<file path="config.mk">
export PLATFORM = sky130hd
export DESIGN_NAME = rc4_key_search_control
export DESIGN_NICKNAME = d
export VERILOG_FILES = /design/src/rtl/rc4_key_search_control.sv
export SDC_FILE = /design/constraint.sdc
export NUM_CORES = 1
export LEC_CHECK = 0
export CAP_MARGIN = 30
export CELL_PAD_IN_SITES_DETAIL_PLACEMENT = 2
export CELL_PAD_IN_SITES_GLOBAL_PLACEMENT = 2
export CORE_MARGIN = 3
export CORE_UTILIZATION = 37
export DETAILED_ROUTE_END_ITERATION = 12
export PLACE_DENSITY_LB_ADDON = 0.12
export REMOVE_ABC_BUFFERS = 1
export SLEW_MARGIN = 20
export SYNTH_ARGS = -nofsm -noshare
export SYNTH_HDL_FRONTEND = slang
export SYNTH_SLANG_ARGS = --single-unit
</file>
<file path="constraint.sdc">
create_clock -name clk -period 5.91 [get_ports clk]
set_input_delay 1.182 -clock clk [delete_from_list [all_inputs] [get_ports clk]]
set_output_delay 1.182 -clock clk [all_outputs]
set_load 0.1 [all_outputs]
</file>
<file path="src/rtl/rc4_key_search_control.sv">
// RC4 key search sequencer: walks a key range, driving init/shuffle/decrypt
// engines per key until a valid message, range exhaustion, timeout or abort.
//
// Ports:
//   clk, reset_n         clock, async active-low reset
//   start, abort         begin search / cancel search
//   init_finish          init engine done
//   shuffle_finish       shuffle engine done
//   decrypt_finish       decrypt engine done
//   msg_valid            decrypt result check (with decrypt_finish)
//   start_init           1-cycle start pulse to init engine
//   start_shuffle        1-cycle start pulse to shuffle engine
//   start_decrypt        1-cycle start pulse to decrypt engine
//   key                  current candidate key
//   busy                 search in progress
//   done                 1-cycle pulse on entry to a terminal state
//   found                key holds the valid key
//   exhausted            range finished without a valid key
//   timeout_err          a stage exceeded TIMEOUT_CYCLES
module rc4_key_search_control #(
  parameter int unsigned KEY_WIDTH      = 24,
  parameter int unsigned KEY_START      = 0,
  parameter int unsigned KEY_LAST       = 2**KEY_WIDTH-1,
  parameter int unsigned KEY_STRIDE     = 1,
  parameter int unsigned TIMEOUT_CYCLES = 4096
) (
  input  logic                 clk,
  input  logic                 reset_n,
  input  logic                 start,
  input  logic                 abort,
  input  logic                 init_finish,
  input  logic                 shuffle_finish,
  input  logic                 decrypt_finish,
  input  logic                 msg_valid,
  output logic                 start_init,
  output logic                 start_shuffle,
  output logic                 start_decrypt,
  output logic [KEY_WIDTH-1:0] key,
  output logic                 busy,
  output logic                 done,
  output logic                 found,
  output logic                 exhausted,
  output logic                 timeout_err
);

  localparam int WD_W =
    (TIMEOUT_CYCLES > 2) ? $clog2(TIMEOUT_CYCLES) : 1;

  // The counter holds the number of WAIT cycles already spent, so the
  // stage expires in the cycle where it equals TIMEOUT_CYCLES-1.
  localparam logic [WD_W-1:0] WD_LAST =
    WD_W'((TIMEOUT_CYCLES == 0) ? 0 : TIMEOUT_CYCLES - 1);

  localparam logic [KEY_WIDTH-1:0] KEY_INIT = KEY_WIDTH'(KEY_START);
  localparam logic [KEY_WIDTH:0]   STRIDE_X = (KEY_WIDTH+1)'(KEY_STRIDE);
  localparam logic [KEY_WIDTH:0]   LAST_X   = (KEY_WIDTH+1)'(KEY_LAST);

  typedef enum logic [3:0] {
    S_IDLE          = 4'd0,
    S_START_INIT    = 4'd1,
    S_WAIT_INIT     = 4'd2,
    S_START_SHUFFLE = 4'd3,
    S_WAIT_SHUFFLE  = 4'd4,
    S_START_DECRYPT = 4'd5,
    S_WAIT_DECRYPT  = 4'd6,
    S_NEXT_KEY      = 4'd7,
    S_FOUND         = 4'd8,
    S_EXHAUSTED     = 4'd9,
    S_ERROR         = 4'd10
  } state_t;

  state_t                 state;
  state_t                 nxt;
  logic [KEY_WIDTH-1:0]   key_nxt;
  logic [KEY_WIDTH:0]     sum;
  logic [WD_W-1:0]        wd;
  logic [WD_W-1:0]        wd_nxt;
  logic                   expire;
  logic                   in_wait;

  always_comb begin
    nxt     = state;
    key_nxt = key;
    sum     = {1'b0, key} + STRIDE_X;
    expire  = (TIMEOUT_CYCLES != 0) && (wd == WD_LAST);
    in_wait = state inside {S_WAIT_INIT, S_WAIT_SHUFFLE, S_WAIT_DECRYPT};

    if (abort) begin
      nxt = S_IDLE;
    end else begin
      case (state)
        S_IDLE, S_FOUND, S_EXHAUSTED, S_ERROR: begin
          if (start) begin
            nxt     = S_START_INIT;
            key_nxt = KEY_INIT;
          end
        end
        S_START_INIT:    nxt = S_WAIT_INIT;
        S_WAIT_INIT: begin
          if (init_finish)  nxt = S_START_SHUFFLE;
          else if (expire)  nxt = S_ERROR;
        end
        S_START_SHUFFLE: nxt = S_WAIT_SHUFFLE;
        S_WAIT_SHUFFLE: begin
          if (shuffle_finish) nxt = S_START_DECRYPT;
          else if (expire)    nxt = S_ERROR;
        end
        S_START_DECRYPT: nxt = S_WAIT_DECRYPT;
        S_WAIT_DECRYPT: begin
          if (decrypt_finish)
            nxt = msg_valid ? S_FOUND : S_NEXT_KEY;
          else if (expire)
            nxt = S_ERROR;
        end
        S_NEXT_KEY: begin
          // Carry out of KEY_WIDTH means the stride wrapped the key.
          if (sum[KEY_WIDTH] || (sum > LAST_X)) begin
            nxt = S_EXHAUSTED;
          end else begin
            nxt     = S_START_INIT;
            key_nxt = sum[KEY_WIDTH-1:0];
          end
        end
        default: nxt = S_IDLE;
      endcase
    end

    wd_nxt = (in_wait && (nxt == state)) ? wd + WD_W'(1) : '0;
  end

  // Outputs are decoded from the next state so they are registered yet
  // line up exactly with the state they belong to.
  always_ff @(posedge clk or negedge reset_n) begin
    if (!reset_n) begin
      state         <= S_IDLE;
      key           <= KEY_INIT;
      wd            <= '0;
      start_init    <= 1'b0;
      start_shuffle <= 1'b0;
      start_decrypt <= 1'b0;
      busy          <= 1'b0;
      done          <= 1'b0;
      found         <= 1'b0;
      exhausted     <= 1'b0;
      timeout_err   <= 1'b0;
    end else begin
      state         <= nxt;
      key           <= key_nxt;
      wd            <= wd_nxt;
      start_init    <= (nxt == S_START_INIT);
      start_shuffle <= (nxt == S_START_SHUFFLE);
      start_decrypt <= (nxt == S_START_DECRYPT);
      busy          <= !(nxt inside
                         {S_IDLE, S_FOUND, S_EXHAUSTED, S_ERROR});
      done          <= (nxt != state) &&
                       (nxt inside {S_FOUND, S_EXHAUSTED, S_ERROR});
      found         <= (nxt == S_FOUND);
      exhausted     <= (nxt == S_EXHAUSTED);
      timeout_err   <= (nxt == S_ERROR);
    end
  end

endmodule
</file>
==> reports/results.ini, run 1 <==
[route]
post-route-drc-count=0
num_vias=2874
via_per_inst=5.975
first_iter_violations=132
routed-wl-met2_um=5054
wire_per_inst_um=20.27
drt_wl_total_um=9749
top_layer=met4
drtPass1Iterations=4
ant_nets=0
wl_met3_um=228
wl_met1_um=4389

[sta]
slew_violations=0
timing.hold.ws_ns=0.4953
fin_crit_ns=4.346
finalSetupTns_ns=0
rsz0062_at_grt=false
setup_viol=0
timing_hold_violations_final=0
fin_worst_skew_ns=0.006390
fin_crit_sh_pct=73.53
timing.fmax_mhz=230.1
max-slew-margin-rel_pct=32.13
tightest_slew_ns=1.015

[critical_path]
crit_fanout=14
crit_arrival_ns=4.55
startpoint_type=flop
critPathKind=reg2reg
critPathCaptureType=flop
cp.required_ns=6.11

[clock_network]
cts_buffer_depth=2
root_buffer=clkbuf_8
cts_setup_buffers=0
cts_tree=done
htreeDepth=2
path_clk_slew_ns=0.11
post_cts_resized=0
cts-buffers-inserted=5
hold_buffers=0
clkSinkCount=48
clk_latency_ns=0.32

[synthesis]
syn_area_um2=3219
yosysTopAreaCellShare_pct=37.31
ys.warnings.count=0
synth_edf_count=0
synth-async-reset-ratio_pct=100.0
synth.area.top_cells=dfrtp_1 (37%), o31ai_4 (4.6%), nor2_1 (4.3%), o21ai_0 (3.9%), nand2_1 (3.0%)
ys_seq_area_share_pct=37.31
postSynthAreaPerCell_um2=9.198
synth_common_cells=dfrtp_1 (48), nor2_1 (37), nand2_1 (26)
synth_top_area_cell=dfrtp_1
ys.flop_type=dfrtp_1
synthCells=350
yosys.cell_count.top_type=dfrtp_1
ys_ff_latch=48
ys_types=67

[grt]
gr-total-overflow=0
grt.total_usage_pct=20.41
grt_pass1_vias=3133
grt_max_degree=49
antenna_found_initial=0
grt_pass1_wl_um=16250

[final_layout]
drive_above_1_share_pct=10.11
n_antenna_cell=0
final_cells=481
nets=386
area_growth_pct=15.86

[placed_design]
place_inst=473
dp_hpwl_um=6724
port_buffers=39
finalWeightedCongestion=0.7480

[die]
die-area_um2=9857
rows=33
num_io_pins=40
chipHeight_um=99.28
initial_utilization_pct=38.60
core-area_um2=8341
chipWidth_um=99.28

[pwr]
powerDensity_nw_per_um2=183.8
irDropWorstVdd_v=0.00009607
p_leak_uw=0.001380

[status]
status=finished clean

[flow_run]
maxCapViolCount=0

[min_path]
hp-class=reg2reg

-- state kept, by name (all words and copies together), names as in the netlist --
signal,count
key,24
wd,12
state,4
busy,1
done,1
exhausted,1
found,1
start_decrypt,1
start_init,1
start_shuffle,1
timeout_err,1
-- through the flow --
stage	utilization, %	setup slack, ns	total power [uW]	cell area [um2]
2_1_floorplan	-	1.814	397.0	3060
3_3_place_gp	43.25	1.522	428.9	3607
3_5_place_dp	43.34	1.426	430.4	3615
4_1_cts	44.72	1.545	690.5	3730
5_1_grt	44.72	1.207	711.4	3730
6_report	44.72	1.564	685.6	3730
-- area by class of cell --
type | instances | area [um2]
Tap cell | 105 | 131.4
Timing Repair Buffer | 44 | 422.9
Multi-Input combinational cell | 264 | 1814
Inverter | 12 | 45.04
Clock buffer | 5 | 68.82
Fill cell | 920 | 4611
Sequential cell | 48 | 1201
Clock inverter | 3 | 46.29
-- metal layers --
metal  global-route usage, %  vias to the layer above
met1                   26.44                     1481
met3                   3.296                        7
met5                       0                        -
met4                   3.466                        0
met2                   36.31                       35
li1                        -                     1351
-- power breakdown --
| group | total (uW) | internal [uW] | switching (uW) |
|---|---|---|---|
| Clock | 263 | 128 | 135 |
| Combinational | 81.5 | 24.6 | 56.9 |
| Sequential | 341 | 333 | 8.73 |
| Total | 686 | 485 | 200 |
-- worst max-delay path, stage by stage (launching register included) --
cell and delay, ns:
dfrtp_1 0.58, ha_1 0.40, nand3_1 0.32, nor4_2 0.78
nand3_1 0.24, a221oi_1 0.48, and3_4 0.31, or3_1 0.59
buf_4 0.40, o21ai_1 0.10
-- cell usage in the layout, fill, tap and decap left out, types with 11 or more instances in the layout --
cell	netlist	final
inv_1	11	11
nand2_1	26	26
clkdlybuf4s50_1	0	38
nand4_1	12	12
nand3_1	12	12
nor2_1	37	37
dfrtp_1	48	48
o21ai_0	25	25
a21oi_1	16	16
-- cells by family after synthesis --
| logic type | after synthesis | share of synthesized area (%) |
|---|---|---|
| and+or+nand+nor | 150 | 26.62 |
| AOI/OAI and AO/OA | 96 | 24.41 |
| DFF | 48 | 37.31 |
| buffers and inverters | 38 | 6.335 |
| xor gates and xnor gates | 13 | 3.537 |
| adders and majority gates | 3 | 1.166 |
| muxes | 2 | 0.6219 |
-- final timing paths --
path / slack, ns / from / to / cells after the start
setup / recovery: 1.56 / key[1] / key[2] / 9
hold / removal: 0.50 / wd[0] / wd[0] / 1
setup reg to reg: 1.56 / key[1] / key[2] / 9
hold reg to reg: 0.50 / wd[0] / wd[0] / 1
max in group asynchronous: 4.50 / reset_n / key[8] / 2
min in group asynchronous: 0.96 / reset_n / wd[6] / 2
Note: power is estimated with default switching activity, not from simulation.
==> run 2: changes to the inputs <==
- CORE_UTILIZATION: 37 -> 35
- clock period: 5.91 -> 4.3 ns (I/O delays scaled with it)
==> run 2 against run 1 <==
Compared with the run above: clock power up 56%; cell count up 0.83%; count of clock-buffer cells in the layout is the same; sequential power is 38% higher; fmax increased by 31%; register-to-register slack lost 0.58 ns; wire length is 1.2% lower; highest routed layer unchanged.
==> reports/results.ini, run 2 (synthesis results as in run 1) <==
[grt]
gr-total-overflow=0
grt.total_usage_pct=19.39
grt_pass1_vias=2876
antenna_found_initial=0
grt_max_degree=49
grt_pass1_wl_um=15870

[sta]
setup_viol=0
finalSetupTns_ns=0
fin_crit_sh_pct=77.01
timing_hold_violations_final=0
fin_worst_skew_ns=0.01168
fin_crit_ns=3.312
slew_violations=0
tightest_slew_ns=1.007
rsz0062_at_grt=false
max-slew-margin-rel_pct=32.68
timing.fmax_mhz=302.0

[die]
num_io_pins=40
core-area_um2=8848
rows=34
initial_utilization_pct=36.38
chipWidth_um=101.9
die-area_um2=10380
chipHeight_um=101.9

[critical_path]
cp.required_ns=4.51
crit_fanout=11
critPathKind=reg2reg
crit_arrival_ns=3.52
r2r_cells=10
critPathCaptureType=flop
startpoint_type=flop

[pwr]
irDropWorstVdd_v=0.0001285
intPower_uw=725.5
pwr-share-clk_pct=41.3
powerDensity_nw_per_um2=262.8
fin_total_pwr_uw=992.2
switching_share_pct=26.88
seqPwrFrac_pct=47.3
switchingPower_uw=266.7
p_leak_uw=0.001406
pwr-share-comb_pct=11.4

[final_layout]
area_growth_pct=17.29
final_cell_mix=dfrtp_1 (48), clkdlybuf4s50_1 (38), nor2_1 (37)
n_antenna_cell=0
largest_register_ff_count=24
final_cells=485
nets=387
top_regs=key x24, wd x12, state x4
top_register=key
fillers=980
drive_above_1_share_pct=10.34
layout_commonest_cell=dfrtp_1

[clock_network]
path_clk_slew_ns=0.10
hold_buffers=0
cts-buffers-inserted=5
htreeDepth=2
cts_buffer_depth=2
root_buffer=clkbuf_8
cts_setup_buffers=0
post_cts_resized=0
clkSinkCount=48
clk_latency_ns=0.31
cts_tree=done

[route]
post-route-drc-count=0
wire_per_inst_um=19.86
drtPass1Iterations=4
first_iter_violations=75
num_vias=2840
via_per_inst=5.856
ant_nets=0
drt_wl_total_um=9630

[min_path]
hp-class=reg2reg
holdPathStages=1

[placed_design]
place_inst=476
dp_hpwl_um=6591
finalWeightedCongestion=0.7998
port_buffers=39

[status]
status=finished clean

[flow_run]
maxCapViolCount=0

[run 2: cell count changes in the layout (fill, tap and decap cells not counted)]
cell / previous run / this run
clkinvlp_4: 1 / 0
bufinv_16: 1 / 2
buf_12: 0 / 1
clkbuf_4: 0 / 1
buf_4: 5 / 4
[run 2: path summary, 6_finish.rpt]
path | slack (ns) | end | startpoint
setup / recovery | 0.99 | wd[4] | key[0]
hold / removal | 0.49 | wd[0] | wd[0]
setup reg to reg | 0.99 | wd[4] | key[0]
hold reg to reg | 0.49 | wd[0] | wd[0]
max in group asynchronous | 3.22 | key[23] | reset_n
min in group asynchronous | 0.64 | wd[5] | reset_n
[run 2: power by group through the flow]
stage | logic (uW) | clock network (uW) | registers (uW)
floorplan | 42.4 | 0 | 503
global placement | 113 | 0 | 478
detailed placement | 115 | 0 | 479
CTS | 115 | 423 | 470
global route | 123 | 439 | 471
finish | 113 | 410 | 469
[run 2: final cells by class]
cell class,count,area [um2],share of cell area [%]
Tap cell,108,135.1,3.579
Inverter,12,45.04,1.193
Sequential cell,48,1201,31.81
Clock inverter,3,68.82,1.822
Clock buffer,5,68.82,1.822
Multi-Input combinational cell,264,1814,48.05
Timing Repair Buffer,45,442.9,11.73
[run 2: per-stage QoR]
step | cell area (um2) | setup slack [ns] | utilization, % | hold slack (ns)
3_5_place_dp | 3631 | 0.6670 | 41.04 | 0.4753
5_1_grt | 3776 | 0.6306 | 42.68 | 0.5070
2_1_floorplan | 3060 | 0.2041 | - | 0.4474
3_3_place_gp | 3631 | 0.7451 | 41.04 | 0.4705
4_1_cts | 3769 | 0.8086 | 42.59 | 0.4902
6_report | 3776 | 0.9885 | 42.68 | 0.4858
[run 2: routing by layer]
layer	vias up	track usage (%)	routed length [um]
met5	-	0	0
met4	0	4.238	70
met3	5	2.867	209
met2	27	32.70	4753
met1	1459	26.50	4597
li1	1349	-	-
[run 2: worst max-delay path, stage by stage (launching register included)]
cell and delay, ns:
dfrtp_1 0.55, ha_1 0.36, nand3_1 0.28, nor4_2 0.33, buf_4 0.20, nand3_1 0.10, a221oi_1 0.50, a31oi_1 0.32
o211ai_1 0.24, clkbuf_4 0.27, nor2_1 0.07
